===== src/rtl/player_press_conditioner.sv =====
// ============================================================================
// player_press_conditioner
//
// Turns the two synchronized, active-low player key levels of the tug-of-war
// game into debounced, single-cycle move pulses. It sits between the input
// synchronizers and the light chain. Each player has its own debounce FSM and
// stability counter. The FSM guarantees:
//   - exactly one pulse per physical press;
//   - no pulse from contact bounce;
//   - no pulse from a key that was held down through reset.
//
// Optional build macro:
//   PRESS_TIE_CANCEL_EN - when defined, a press completed by both players at
//                         the same edge produces no pulse at all. When not
//                         defined (the default), both pulses assert together
//                         and the light cells resolve the tie.
//
// Parameters:
//   DEBOUNCE_CYCLES - a level change is accepted after DEBOUNCE_CYCLES+1
//                     consecutive equal samples (1 .. 2^CNT_W-1)
//   CNT_W           - width of each per-channel stability counter
//
// Ports:
//   clk     in   system clock (CLOCK_50 domain)
//   reset   in   asynchronous, active-high, clears all state
//   key_l_n in   left key, synchronized, 0 = pressed
//   key_r_n in   right key, synchronized, 0 = pressed
//   enable  in   game running; 0 while a winner is displayed
//   L       out  one-cycle left move pulse, registered
//   R       out  one-cycle right move pulse, registered
//   l_held  out  debounced left pressed level
//   r_held  out  debounced right pressed level
// ============================================================================
module player_press_conditioner #(
    parameter int DEBOUNCE_CYCLES = 16,
    parameter int CNT_W           = 5
) (
    input  logic clk,
    input  logic reset,
    input  logic key_l_n,
    input  logic key_r_n,
    input  logic enable,
    output logic L,
    output logic R,
    output logic l_held,
    output logic r_held
);

    typedef enum logic [2:0] {
        ARM,
        IDLE,
        PRESS_WAIT,
        PRESSED,
        RELEASE_WAIT
    } chan_state_t;

    localparam logic [CNT_W-1:0] CNT_MAX = CNT_W'(DEBOUNCE_CYCLES);
    localparam logic [CNT_W-1:0] CNT_ONE = CNT_W'(1);

    // Channel 0 is the left player and channel 1 is the right player.
    chan_state_t      state_q [2];
    chan_state_t      state_d [2];
    logic [CNT_W-1:0] cnt_q   [2];
    logic [CNT_W-1:0] cnt_d   [2];
    logic [1:0]       pressed;
    logic [1:0]       cand;
    logic             pulse_l;
    logic             pulse_r;

    assign pressed = {~key_r_n, ~key_l_n};

    // State and counter registers for both channels.
    always_ff @(posedge clk or posedge reset) begin
        if (reset) begin
            for (int ch = 0; ch < 2; ch++) begin
                state_q[ch] <= ARM;
                cnt_q[ch]   <= '0;
            end
        end else begin
            for (int ch = 0; ch < 2; ch++) begin
                state_q[ch] <= state_d[ch];
                cnt_q[ch]   <= cnt_d[ch];
            end
        end
    end

    // Next-state logic, shared by both channels.
    // ARM only leaves after a full run of released samples, so a key held
    // through reset has to be let go before its next press can count.
    // A candidate pulse exists only on the PRESS_WAIT -> PRESSED edge.
    // A glitch during RELEASE_WAIT therefore returns to PRESSED silently.
    // The counter stops at CNT_MAX because every branch that reaches it
    // either changes state or leaves it unchanged.
    always_comb begin
        for (int ch = 0; ch < 2; ch++) begin
            state_d[ch] = state_q[ch];
            cnt_d[ch]   = cnt_q[ch];
            cand[ch]    = 1'b0;
            case (state_q[ch])
                ARM: begin
                    if (pressed[ch]) begin
                        cnt_d[ch] = '0;
                    end else if (cnt_q[ch] == CNT_MAX) begin
                        state_d[ch] = IDLE;
                        cnt_d[ch]   = '0;
                    end else begin
                        cnt_d[ch] = cnt_q[ch] + CNT_ONE;
                    end
                end
                IDLE: begin
                    if (pressed[ch]) begin
                        state_d[ch] = PRESS_WAIT;
                        cnt_d[ch]   = CNT_ONE;
                    end
                end
                PRESS_WAIT: begin
                    if (!pressed[ch]) begin
                        state_d[ch] = IDLE;
                        cnt_d[ch]   = '0;
                    end else if (cnt_q[ch] == CNT_MAX) begin
                        state_d[ch] = PRESSED;
                        cand[ch]    = 1'b1;
                    end else begin
                        cnt_d[ch] = cnt_q[ch] + CNT_ONE;
                    end
                end
                PRESSED: begin
                    if (!pressed[ch]) begin
                        state_d[ch] = RELEASE_WAIT;
                        cnt_d[ch]   = CNT_ONE;
                    end
                end
                RELEASE_WAIT: begin
                    if (pressed[ch]) begin
                        state_d[ch] = PRESSED;
                    end else if (cnt_q[ch] == CNT_MAX) begin
                        state_d[ch] = IDLE;
                        cnt_d[ch]   = '0;
                    end else begin
                        cnt_d[ch] = cnt_q[ch] + CNT_ONE;
                    end
                end
                default: begin
                    state_d[ch] = ARM;
                    cnt_d[ch]   = '0;
                end
            endcase
        end
    end

    // Gate candidates with enable and resolve ties.
    // A press that completes while the game is disabled is dropped, not held
    // back: the FSM is already in PRESSED, so no later candidate appears
    // until the key is released and pressed again.
    always_comb begin
        pulse_l = cand[0] & enable;
        pulse_r = cand[1] & enable;
`ifdef PRESS_TIE_CANCEL_EN
        if (cand[0] && cand[1]) begin
            pulse_l = 1'b0;
            pulse_r = 1'b0;
        end
`endif
    end

    // Registered move pulses.
    always_ff @(posedge clk or posedge reset) begin
        if (reset) begin
            L <= 1'b0;
            R <= 1'b0;
        end else begin
            L <= pulse_l;
            R <= pulse_r;
        end
    end

    assign l_held = (state_q[0] == PRESSED) || (state_q[0] == RELEASE_WAIT);
    assign r_held = (state_q[1] == PRESSED) || (state_q[1] == RELEASE_WAIT);

endmodule


===== config.mk =====
export PLATFORM = sky130hd
export DESIGN_NAME = player_press_conditioner
export DESIGN_NICKNAME = d
export VERILOG_FILES = /design/src/rtl/player_press_conditioner.sv
export SDC_FILE = /design/constraint.sdc
export NUM_CORES = 1
export LEC_CHECK = 0
export ABC_AREA = 0
export BUFFER_PORTS_ARGS = -buffer_cell sky130_fd_sc_hd__buf_2
export CELL_PAD_IN_SITES_DETAIL_PLACEMENT = 1
export CELL_PAD_IN_SITES_GLOBAL_PLACEMENT = 1
export CORE_MARGIN = 5
export CORE_UTILIZATION = 48
export CTS_CLUSTER_SIZE = 8
export DETAILED_ROUTE_END_ITERATION = 10
export PLACE_DENSITY = 0.83
export SLEW_MARGIN = 25
export SYNTH_ARGS = -nofsm -noshare
export SYNTH_HDL_FRONTEND = slang
export SYNTH_SLANG_ARGS = --single-unit
export TNS_END_PERCENT = 1

===== constraint.sdc =====
create_clock -name clk -period 3.2 [get_ports clk]
set_input_delay 0.64 -clock clk [delete_from_list [all_inputs] [get_ports clk]]
set_output_delay 0.64 -clock clk [all_outputs]
set_load 0.05 [all_outputs]

# == Yosys cells after proc, flatten, opt, wreduce, memory -nomap -nowiden ==
# Index checks and enable logic that the tools add are counted.
# classes
bitwise_logic,2
n_reduce_logical,8
mux,38
n_eq_ne,22
n_addsub,2
# ops
cell,n
$mux 5,14
$pmux 5 s5,2
$mux 3,14
$pmux 3 s5,2
$ne 2x2->1 const B,8
$reduce_and 4->1,4
$eq 3x2->1 const B,4
$ne 3x3->1 const B,4
$add 5x1->5 const B,2
$eq 5x5->1 const B,2
$eq 3x1->1 const B,2
$eq 3x3->1 const B,2
$logic_not 3->1,2
$mux 1,6
$and 1x1->1,2
$logic_or 1x1->1,2
# totals
inputBits,5
word_cells,78
output_inout_bits,4
register_bits,18

# == Logic depth before layout (Yosys ltp) ==
# Gate-level depths: netlist of the first run.
# logic_depth
depth_word,5
depth_mapped,6
depth_no_buf,6

# == Least setup slack after synthesis of the first run ==
# Ideal clock, no wire load.
# synth_timing
path_kind,reg-to-output
startpoint,register state_q[0] in the netlist's numbering
endpoint,output r_held
n_path_buf,1
slack_ns,1.288
required_time_ns,2.560
arrival_time_ns,1.272
stages_incl_launch_ff,4
cell_sequence,dfrtp_1 -> buf_2 -> or3b_1 -> nand2_1
# synth_between
elab_chain_cells,2
word_cells_on_any_way,3
cone_classes,eq/ne (2); reduce/logical (1)
# synth_rtl
item,line_no,source
start: declaration,61,chan_state_t state_q [2];
start signal: indexed assignment,81,state_q[ch] <= state_d[ch];
$eq 3x2->1 or $eq 3x3->1 (tied branches),178,assign r_held = (state_q[1] == PRESSED) || (state_q[1] == RELEASE_WAIT);
$logic_or 1x1->1 *,178,
end: declaration,46,output logic r_held
# Mark *: on every way between the ends. The rest lies on a longest branch, timed or not.

# == Worst setup path after layout of the first run ==
# layout_timing
startpoint,register state_q[2] in the netlist's numbering
endpoint,output r_held
# Same word-level chain as after synthesis.

==> results of run 1 <==
==> layer usage <==
layer / up-vias / share of wire, % / track usage, % / wire length [µm]
met3: 2 / 2.7 / 5.11 / 80
met5: - / 0 / 0 / 0
met1: 549 / 47 / 23.3 / 1400
met4: 0 / 0.63 / 2.79 / 19
li1: 532 / - / - / -
met2: 11 / 50 / 34.7 / 1510
==> registers in the layout, summed over array words and instances, names as in the netlist <==
register and cells:
cnt_q 10, state_q 6, L 1, R 1
==> cells by family after synthesis <==
family | Yosys count | share of synthesized area [%]
DFF | 18 | 36.4
adders and majority gates | 4 | 4.05
buffers and inverters | 20 | 6.78
xor gates and xnor gates | 1 | 0.709
and+or+nand+nor | 53 | 26.1
AOI/OAI and AO/OA | 45 | 25.9
==> cell usage in the layout (no fill, tap or decap), drive strengths merged, types with 3 or more instances in the layout <==
cell type  count
a21oi          5
buf            8
clkbuf         4
dfrtp         18
ha             4
inv           13
nand2          9
nand3          8
nand4          3
nor2           9
o211ai         4
o21ai         14
or2            4
or3b           3
==> worst paths after layout <==
path / start / to / slack (ps) / cells after the start
min in group clk: enable / L / 600 / 3
max in group asynchronous: reset / state_q[4] / 2320 / 2
worst max register to register: cnt_q[5] / cnt_q[7] / 1120 / 6
worst min-delay path: reset / cnt_q[4] / 440 / 2
worst max-delay path: state_q[2] / r_held / 870 / 3
worst min register to register: cnt_q[7] / cnt_q[7] / 610 / 1
==> layout make-up <==
class,count,area share [%]
multi-input combinational,103,53.4
inverter,13,3.71
sequential,18,34.3
tap,30,2.85
clock buffer,4,2.76
timing repair buffer,8,3.04
==> power by group through the flow <==
stage | logic (mW) | clock network [mW] | registers [mW]
after global placement | 0.379 | 0 | 0.379
final | 0.402 | 0.142 | 0.387
after floorplan | 0.375 | 0 | 0.320
after global routing | 0.456 | 0.159 | 0.401
after CTS | 0.405 | 0.148 | 0.384
after detailed placement | 0.403 | 0 | 0.387
==> per-stage QoR <==
stage / instances / worst slack [ps] / area, µm²
floorplan: 141 / 1290 / 1240
global placement: 172 / 1270 / 1280
detailed placement: 172 / 1160 / 1280
CTS: 176 / 881 / 1320
global route: 176 / 799 / 1320
finish: 176 / 870 / 1320
==> synthesized netlist by cell type (all sizes together), types with 2 or more instances <==
cell type,instances,area share [%]
dfrtp,18,36
o21ai,14,5.7
inv,13,3.9
nand2,9,2.7
nor2,9,2.7
nand3,8,3.2
a21oi,5,2.0
buf,5,2.2
ha,4,4.0
o211ai,4,2.4
or2,4,2.0
nand4,3,1.5
or3b,3,2.3
a22oi,2,1.2
a31o,2,1.4
a31oi,2,1.0
a32oi,2,1.4
and2,2,1.2
and2b,2,1.3
clkbuf,2,0.61
nor2b,2,1.0
nor4b,2,1.4
o221a,2,1.8
o22ai,2,1.0
o41ai,2,1.4
==> worst max-delay path: stages, from the launching register on <==
cell and delay [ps]:
sky130_fd_sc_hd__dfrtp_1 590, sky130_fd_sc_hd__or3b_1 450, sky130_fd_sc_hd__nand2_1 90, sky130_fd_sc_hd__buf_2 260
==> Implementation_results.wiki, run 1 <==
{| class="wikitable"
! Metric !! Value
|-
| Count of endpoints failing hold in the final timing report || 0
|-
| CP Capture Type || primary output
|-
| Max-Slew Margin vs Limit || 53.8%
|-
| First-pass detailed-route iteration total || 4
|-
| Hold Path Class || in -> async
|-
| Clock transition at path regs || 110 ps
|-
| Outcome || complete, no violations
|-
| Clock network fraction of total power || 15.3%
|-
| Number of global-route vias before repair || 1,148
|-
| Cell Pwr Density || 708 nW/µm²
|-
| Cell-internal power || 0.523 mW
|-
| Measured slew at the worst slew-check pin || 686 ps
|-
| Synthesized cell area || 1240 µm²
|-
| Endpoints failing setup || 0
|-
| Net switching power || 0.408 mW
|-
| # Max-Cap Violations || 0
|-
| Max-slew violation count || 0
|-
| Total number of clock tree sinks || 18
|-
| Number of antenna cells inserted || 0
|-
| Core Footprint || 2480 µm²
|-
| Post-CTS sizing || 0
|-
| Number of top-level design ports || 9
|-
| DP Wirelength || 2240 µm
|-
| Via count || 1,094
|-
| Number of placement rows || 18
|-
| Effective utilization at floorplan || 49.9%
|-
| Die Footprint || 3690 µm²
|-
| Drt drc || 0
|-
| Worst clock skew || 2.90 ps
|-
| Highest clock frequency the design can meet || 429 MHz
|-
| Average wire length per cell after detail routing || 17.1 µm
|-
| Final core occ || 53.1%
|-
| TritonCTS clock tree || yes
|-
| Seq pwr share || 41.6%
|-
| Average size of a mapped cell || 8.77 µm²
|-
| Total negative slack for setup checks || 0 ps
|-
| Total number of nets in the final design || 156
|-
| Leakage || 0.567 nW
|-
| Endpoint arrival time on the critical path || 1690 ps
|-
| DRT antenna net count || 0
|-
| Share of synthesized area occupied by flip-flops and latches || 36.4%
|-
| Placer Congestion || 0.757
|-
| Global-route wire length before repair || 5320 µm
|-
| Flip-flop and latch count after synthesis || 18
|-
| Period Utilization, post-route || 72.8%
|-
| Cts-stage hold buffer count || 0
|-
| Congestion Overflow GR || 0
|-
| Yosys Warn Count || 0
|-
| Peak supply drop || 0.376 mV
|-
| Number of nets in the synthesized netlist || 150
|-
| Horiz. Die Dim || 60.8 µm
|-
| Crit Path Max Fanout || 13
|-
| Area used by sequential logic in the layout || 450 µm²
|-
| IO Port Bufs || 8
|-
| CTS max path bufs || 2
|-
| Post-DR vias/cell || 6.22
|-
| H-tree Lvls || 1
|-
| Worst hold slack across all endpoints || 435 ps
|-
| Proportion of layout cells with a drive suffix above 1 || 18.5%
|-
| Category of the worst setup path launch point || flip-flop
|-
| GRT Resource Usage Total || 19.2%
|-
| Number of flops mapped to enable cells by yosys || 0
|-
| Top flip-flop cell by instance count after synthesis || sky130_fd_sc_hd__dfrtp_1
|-
| Initial DRC count || 44
|-
| Switching Share || 43.8%
|-
| Tmin final || 2330 ps
|-
| Die outline height || 60.8 µm
|-
| Maximum number of pins on one net before global-route repair || 19
|-
| Crit Path Class || reg -> out
|-
| Comb power frac || 43.2%
|-
| Unrepaired setup endpoints after global routing || false
|-
| Count of unique library cells instantiated by Yosys || 47
|-
| Sum of routed wire length over all layers || 3010 µm
|-
| Root buf cell || sky130_fd_sc_hd__clkbuf_4
|-
| Total power consumption of the routed design || 0.931 mW
|-
| Gate count of the mapped netlist || 141
|-
| Synth-to-layout area growth || 6.38%
|-
| Required time at the worst-slack endpoint || 2560 ps
|-
| Clock insertion delay at the later pin of the skew report || 290 ps
|-
| Async set or reset register ratio after synthesis || 100%
|-
| Antenna violations before repair || 0
|-
| Number of buffers inserted by post-CTS setup repair || 0
|-
| Number of buffers inserted during clock tree synthesis || 3
|-
| Layout fillers || 303
|-
| Area occupied by multi-input gates || 702 µm²
|}
(Power assumes the default switching activity.)
==> run 2: changes to the inputs <==
--- a/config.mk
+++ b/config.mk
@@ -5,15 +5,16 @@
 export SDC_FILE = /design/constraint.sdc
 export NUM_CORES = 1
 export LEC_CHECK = 0
-export ABC_AREA = 0
+export ABC_AREA = 1
 export BUFFER_PORTS_ARGS = -buffer_cell sky130_fd_sc_hd__buf_2
 export CELL_PAD_IN_SITES_DETAIL_PLACEMENT = 1
 export CELL_PAD_IN_SITES_GLOBAL_PLACEMENT = 1
+export CORE_ASPECT_RATIO = 0.5
 export CORE_MARGIN = 5
-export CORE_UTILIZATION = 48
+export CORE_UTILIZATION = 43
 export CTS_CLUSTER_SIZE = 8
 export DETAILED_ROUTE_END_ITERATION = 10
-export PLACE_DENSITY = 0.83
+export PLACE_DENSITY = 0.79
 export SLEW_MARGIN = 25
 export SYNTH_ARGS = -nofsm -noshare
 export SYNTH_HDL_FRONTEND = slang
==> constraint.sdc (replaced) <==
create_clock -name clk -period 2.35 [get_ports clk]
set_input_delay 0.47 -clock clk [delete_from_list [all_inputs] [get_ports clk]]
set_output_delay 0.47 -clock clk [all_outputs]
set_load 0.05 [all_outputs]
==> Implementation_results.wiki, run 2 <==
{| class="wikitable"
! Metric !! Value
|-
| Outcome || complete, no violations
|-
| Die outline height || 49.1 µm
|-
| Largest registers || cnt_q (10), state_q (6)
|-
| Top flip-flop cell by instance count after synthesis || sky130_fd_sc_hd__dfrtp_1
|-
| Maximum number of pins on one net before global-route repair || 19
|-
| Endpoints failing setup || 0
|-
| Global-route wire length before repair || 5810 µm
|-
| Cts-stage hold buffer count || 0
|-
| Category of the worst setup path launch point || flip-flop
|-
| Max-slew violation count || 0
|-
| Post-CTS sizing || 0
|-
| End of the worst register-to-register path || cnt_q[8]
|-
| Total number of clock tree sinks || 18
|-
| Area share of and/or/nand/nor cells after synthesis || 47.0%
|-
| Clock transition at path regs || 70 ps
|-
| Post-synthesis cell type with the largest combined area || sky130_fd_sc_hd__dfrtp_1
|-
| Core Footprint || 2980 µm²
|-
| Largest register by flop count || cnt_q
|-
| Total negative slack for setup checks || 0 ps
|-
| Initial DRC count || 16
|-
| DRT antenna net count || 0
|-
| IO Port Bufs || 8
|-
| Largest family of logic cells by synthesized area || simple AND/OR/NAND/NOR gates
|-
| Mux share of post-synthesis cell area || 0%
|-
| Endpoint arrival time on the critical path || 1610 ps
|-
| Number of antenna cells inserted || 0
|-
| Congestion Overflow GR || 0
|-
| Worst clock skew || 5.22 ps
|-
| Fraction of the mapped netlist area in adder cells || 3.80%
|-
| Effective utilization at floorplan || 44.2%
|-
| Most frequent cells in the layout || 54 x sky130_fd_sc_hd__nand2_1, 25 x sky130_fd_sc_hd__nor2_1, 24 x sky130_fd_sc_hd__inv_1
|-
| Measured slew at the worst slew-check pin || 747 ps
|-
| Sum of routed wire length over all layers || 3190 µm
|-
| H-tree Lvls || 1
|-
| Via count || 1,190
|-
| Highest clock frequency the design can meet || 480 MHz
|-
| Tmin final || 2080 ps
|-
| Count of endpoints failing hold in the final timing report || 0
|-
| CP Capture Type || primary output
|-
| TritonCTS clock tree || yes
|-
| R2R Path Start || cnt_q[5]
|-
| # Max-Cap Violations || 0
|-
| Ranking of synthesized cells by area || sky130_fd_sc_hd__dfrtp_1 34%, sky130_fd_sc_hd__nand2_1 15%, sky130_fd_sc_hd__nor2_1 7.1%, sky130_fd_sc_hd__inv_1 6.8%, sky130_fd_sc_hd__nand3_1 5.7%
|-
| Xor/xnor share of the synthesized area || 1.33%
|-
| Async set or reset register ratio after synthesis || 100%
|-
| Yosys Warn Count || 0
|-
| DP Wirelength || 2550 µm
|-
| GRT Resource Usage Total || 17.3%
|-
| Synth Area in Compound Gates || 4.18%
|-
| List of cells traversed by the critical path || nor2_1 > inv_1 > o21ai_0 > buf_2
|-
| Horiz. Die Dim || 88.3 µm
|-
| Total power consumption of the routed design || 1.42 mW
|-
| Number of buffers inserted during clock tree synthesis || 3
|-
| Synth-to-layout area growth || 11.0%
|-
| Unrepaired setup endpoints after global routing || false
|-
| Number of nets in the synthesized netlist || 199
|-
| Worst reg2reg path depth || 11
|-
| Cell Pwr Density || 972 nW/µm²
|-
| Post-DR vias/cell || 4.92
|-
| Number of placement rows || 14
|-
| Synth cell count leaders || 54 x sky130_fd_sc_hd__nand2_1, 25 x sky130_fd_sc_hd__nor2_1, 24 x sky130_fd_sc_hd__inv_1
|-
| Commonest non-fill, non-tap cell in the layout || sky130_fd_sc_hd__nand2_1
|-
| CTS max path bufs || 2
|-
| Average size of a mapped cell || 6.93 µm²
|-
| Average wire length per cell after detail routing || 13.2 µm
|-
| Die Footprint || 4340 µm²
|-
| Clock insertion delay at the later pin of the skew report || 260 ps
|-
| Number of standard cells in the final layout excluding fillers || 242
|-
| Peak supply drop || 0.560 mV
|-
| CP max stage delay || 450 ps
|-
| Required time at the worst-slack endpoint || 1880 ps
|-
| Share of synthesized area occupied by flip-flops and latches || 34.2%
|-
| Count of unique library cells instantiated by Yosys || 20
|-
| Flip-flop and latch count after synthesis || 18
|-
| Design area || 1460 µm²
|-
| Flip-flop count of the largest register, all copies and words added || 10
|-
| Gate count of the mapped netlist || 190
|-
| R2R setup slack || 820 ps
|-
| Placement Cell Area || 1410 µm²
|-
| Number of buffers inserted by post-CTS setup repair || 0
|-
| Crit Path Class || reg -> out
|-
| Dominant cell by count in the synthesized netlist || sky130_fd_sc_hd__nand2_1
|-
| Crit Path Max Fanout || 6
|-
| Number of top-level design ports || 9
|-
| First-pass detailed-route iteration total || 4
|-
| Area share of the largest cell type after synthesis || 34.2%
|-
| Synthesized cell area || 1320 µm²
|-
| Final core occ || 49.1%
|-
| Post-Place Cells || 238
|-
| Root buf cell || sky130_fd_sc_hd__clkbuf_8
|-
| Number of global-route vias before repair || 1,310
|-
| Hold Path Class || in -> async
|-
| Antenna violations before repair || 0
|-
| Drt drc || 0
|-
| Worst-path cell with the longest stage delay || sky130_fd_sc_hd__dfrtp_1
|-
| Period Utilization, post-route || 88.7%
|-
| Number of flops mapped to enable cells by yosys || 0
|-
| Placer Congestion || 0.868
|-
| Total number of nets in the final design || 212
|-
| Leakage || 0.852 nW
|-
| Max-Slew Margin vs Limit || 50.2%
|-
| Proportion of layout cells with a drive suffix above 1 || 20.8%
|}
-- run 2: cell count changes in the layout (fill, tap and decap cells not counted), sizes merged, moves of 3 or more --
cell	previous run	this run
or2	4	0
inv	13	32
nand3	8	23
nor2	9	27
nand2	9	66
o211ai	4	0
or3b	3	0
o21ai	14	8
-- run 2: kinds of logic (layout without fill, tap and decap cells) --
family | Yosys count | after routing
flip-flops | 18 | 18
AO/OA/AOI/OAI | 11 | 11
XOR/XNOR | 2 | 2
buffers and inverters | 32 | 44
adder cells (fa/ha/maj) | 4 | 4
AND/OR/NAND/NOR | 123 | 123
-- run 2: worst max-delay path: cells and delay by family, from the launching register on --
kind            cells  cell delay [ps]
compound gates      1              230
flops               1              450
buf+inv             2              440
simple gates        1              240
-- run 2: stage by stage --
step | hold WS, ps | setup slack, ps
floorplan | 409 | 75.6
global placement | 492 | 737
detailed placement | 500 | 594
CTS | 356 | 313
global route | 412 | 175
finish | 328 | 265
-- run 2: power breakdown --
| part | internal, mW | switching [mW] | total [mW] |
|---|---|---|---|
| Combinational | 0.214 | 0.466 | 0.680 |
| Clock | 0.149 | 0.110 | 0.259 |
| Sequential | 0.387 | 0.0965 | 0.483 |
| Total | 0.750 | 0.673 | 1.42 |
-- run 2: final cells by class --
class	instances	area (µm²)
Multi-Input combinational cell	140	742
Sequential cell	18	450
Tap cell	40	50.0
Inverter	32	125
Timing Repair Buffer	8	40.0
Clock buffer	4	55.1
Fill cell	414	1520
-- run 2: how the worst max path moves through the flow --
stage / slack [ps] / end / startpoint / cells past startpoint
after floorplan: 80 / l_held / state_q[3] / 3
after global placement: 740 / l_held / state_q[3] / 4
after detailed placement: 590 / l_held / state_q[3] / 4
after CTS: 310 / l_held / state_q[3] / 4
after global routing: 170 / l_held / state_q[3] / 4
final: 270 / l_held / state_q[3] / 4
-- run 2: per-layer routing --
layer,GRT usage [%],vias to the layer above,part of all wire (%)
met5,0,-,0
met4,5.53,0,1.8
met1,20.3,551,45
li1,-,618,-
met3,3.88,8,2.7
met2,31.1,13,50
==> run 3: changes to the inputs <==
--- a/config.mk
+++ b/config.mk
@@ -7,11 +7,8 @@
 export LEC_CHECK = 0
 export ABC_AREA = 1
 export BUFFER_PORTS_ARGS = -buffer_cell sky130_fd_sc_hd__buf_2
-export CELL_PAD_IN_SITES_DETAIL_PLACEMENT = 1
-export CELL_PAD_IN_SITES_GLOBAL_PLACEMENT = 1
-export CORE_ASPECT_RATIO = 0.5
 export CORE_MARGIN = 5
-export CORE_UTILIZATION = 43
+export CORE_UTILIZATION = 59
 export CTS_CLUSTER_SIZE = 8
 export DETAILED_ROUTE_END_ITERATION = 10
 export PLACE_DENSITY = 0.79
==> Implementation_results.wiki, run 3 (synthesis gave the netlist of run 2 again) <==
{| class="wikitable"
! Metric !! Value
|-
| Antenna violations before repair || 0
|-
| Crit Path Class || reg -> out
|-
| CP max stage delay || 470 ps
|-
| Most frequent cells in the layout || 54 x sky130_fd_sc_hd__nand2_1, 25 x sky130_fd_sc_hd__nor2_1, 24 x sky130_fd_sc_hd__inv_1
|-
| Sum of routed wire length over all layers || 2700 µm
|-
| Max-Slew Margin vs Limit || 54.5%
|-
| Horiz. Die Dim || 57.3 µm
|-
| Unrepaired setup endpoints after global routing || false
|-
| Placer Congestion || 0.899
|-
| Post-CTS sizing || 0
|-
| Clock transition at path regs || 110 ps
|-
| Flip-flop count of the largest register, all copies and words added || 10
|-
| Number of antenna cells inserted || 0
|-
| Initial DRC count || 73
|-
| Highest clock frequency the design can meet || 498 MHz
|-
| Number of buffers inserted during clock tree synthesis || 3
|-
| Proportion of layout cells with a drive suffix above 1 || 20.8%
|-
| Cts-stage hold buffer count || 0
|-
| Global-route wire length before repair || 4950 µm
|-
| Number of placement rows || 17
|-
| TritonCTS clock tree || yes
|-
| Tmin final || 2010 ps
|-
| Effective utilization at floorplan || 60.7%
|-
| Average wire length per cell after detail routing || 11.8 µm
|-
| # Max-Cap Violations || 0
|-
| First-pass detailed-route iteration total || 4
|-
| Die outline height || 57.3 µm
|-
| IO Port Bufs || 8
|-
| Max-slew violation count || 0
|-
| Maximum number of pins on one net before global-route repair || 19
|-
| Total negative slack for setup checks || 0 ps
|-
| CTS max path bufs || 2
|-
| Endpoint arrival time on the critical path || 1540 ps
|-
| Period Utilization, post-route || 85.5%
|-
| Total number of clock tree sinks || 18
|-
| Leakage || 0.844 nW
|-
| Endpoints failing setup || 0
|-
| Clock insertion delay at the later pin of the skew report || 300 ps
|-
| GRT Resource Usage Total || 18.8%
|-
| Final worst-path setup slack || 342 ps
|-
| Outcome || complete, no violations
|-
| Hold Path Class || in -> async
|-
| Worst hold slack across all endpoints || 251 ps
|-
| Total number of nets in the final design || 212
|-
| Area used by sequential logic in the layout || 450 µm²
|-
| Category of the worst setup path launch point || flip-flop
|-
| Number of top-level design ports || 9
|-
| Die Footprint || 3280 µm²
|-
| Number of buffers and inverters on the critical path || 2
|-
| DRT antenna net count || 0
|-
| Largest register by flop count || cnt_q
|-
| H-tree Lvls || 1
|-
| Via count || 1,218
|-
| Commonest non-fill, non-tap cell in the layout || sky130_fd_sc_hd__nand2_1
|-
| Placement Cell Area || 1390 µm²
|-
| Area occupied by multi-input gates || 742 µm²
|-
| Congestion Overflow GR || 0
|-
| Drt drc || 0
|-
| Design area || 1430 µm²
|-
| Number of global-route vias before repair || 1,236
|-
| Root buf cell || sky130_fd_sc_hd__clkbuf_4
|-
| Core Footprint || 2170 µm²
|-
| Cell Pwr Density || 946 nW/µm²
|-
| Required time at the worst-slack endpoint || 1880 ps
|-
| DP Wirelength || 2100 µm
|-
| Post-DR vias/cell || 5.30
|-
| Worst clock skew || 7.33 ps
|-
| List of cells traversed by the critical path || nor2_1 > inv_1 > o21ai_0 > buf_2
|-
| Worst-path cell with the longest stage delay || sky130_fd_sc_hd__dfrtp_1
|-
| Number of buffers inserted by post-CTS setup repair || 0
|-
| Measured slew at the worst slew-check pin || 681 ps
|-
| Count of endpoints failing hold in the final timing report || 0
|-
| Largest registers || cnt_q (10), state_q (6)
|-
| Layout fillers || 196
|-
| Peak supply drop || 0.737 mV
|-
| CP Capture Type || primary output
|-
| Synth-to-layout area growth || 8.45%
|-
| Pre-CTS setup slack || 680 ps
|-
| Crit Path Max Fanout || 6
|-
| Critical path's top delay family || flip-flops
|}
run 3: cell counts in the layout (fill, tap and decap cells not counted):
No cell type changed its count.
run 3: path summary, 6_finish.rpt:
check                           startpoint  cells past startpoint  slack, ps          to
min in group clk                    enable                      3        400           R
worst max-delay path            state_q[3]                      4        340      l_held
worst min-delay path                 reset                      2        250    cnt_q[1]
worst min register to register    cnt_q[0]                      2        530    cnt_q[0]
worst max register to register    cnt_q[5]                      8        800  state_q[3]
max in group asynchronous            reset                      2       1660    cnt_q[8]
run 3: metal layers:
layer  track usage [%]  share of wire, %  vias up  routed length, µm
met2              32.6                51       42               1380
met1              22.7                42      555               1150
met3              2.49               4.8        6                129
met4              8.94               1.8        0                 48
met5                 0                 0        -                  0
li1                  -                 -      615                  -
run 3: where the power goes:
part | leakage [nW] | switching, mW | internal (mW)
sequential | 0.240 | 0.0960 | 0.386
combinational | 0.583 | 0.459 | 0.215
clock | 0.0210 | 0.101 | 0.0945
run 3: area by class of cell:
type                    count  share of cell area, %
repair buffers              8                   2.80
clock buffers               4                   2.54
flip-flops and latches     18                   31.5
multi-input cells         140                   51.9
well taps                  28                   2.45
inverters                  32                   8.76
run 3: per-stage QoR:
step           instances  util, %  power [mW]
3_3_place_gp         226     64.2        1.12
5_1_grt              230     65.9        1.48
3_5_place_dp         226     64.2        1.16
2_1_floorplan        190        -        1.01
4_1_cts              230     65.9        1.36
6_report             230     65.9        1.35
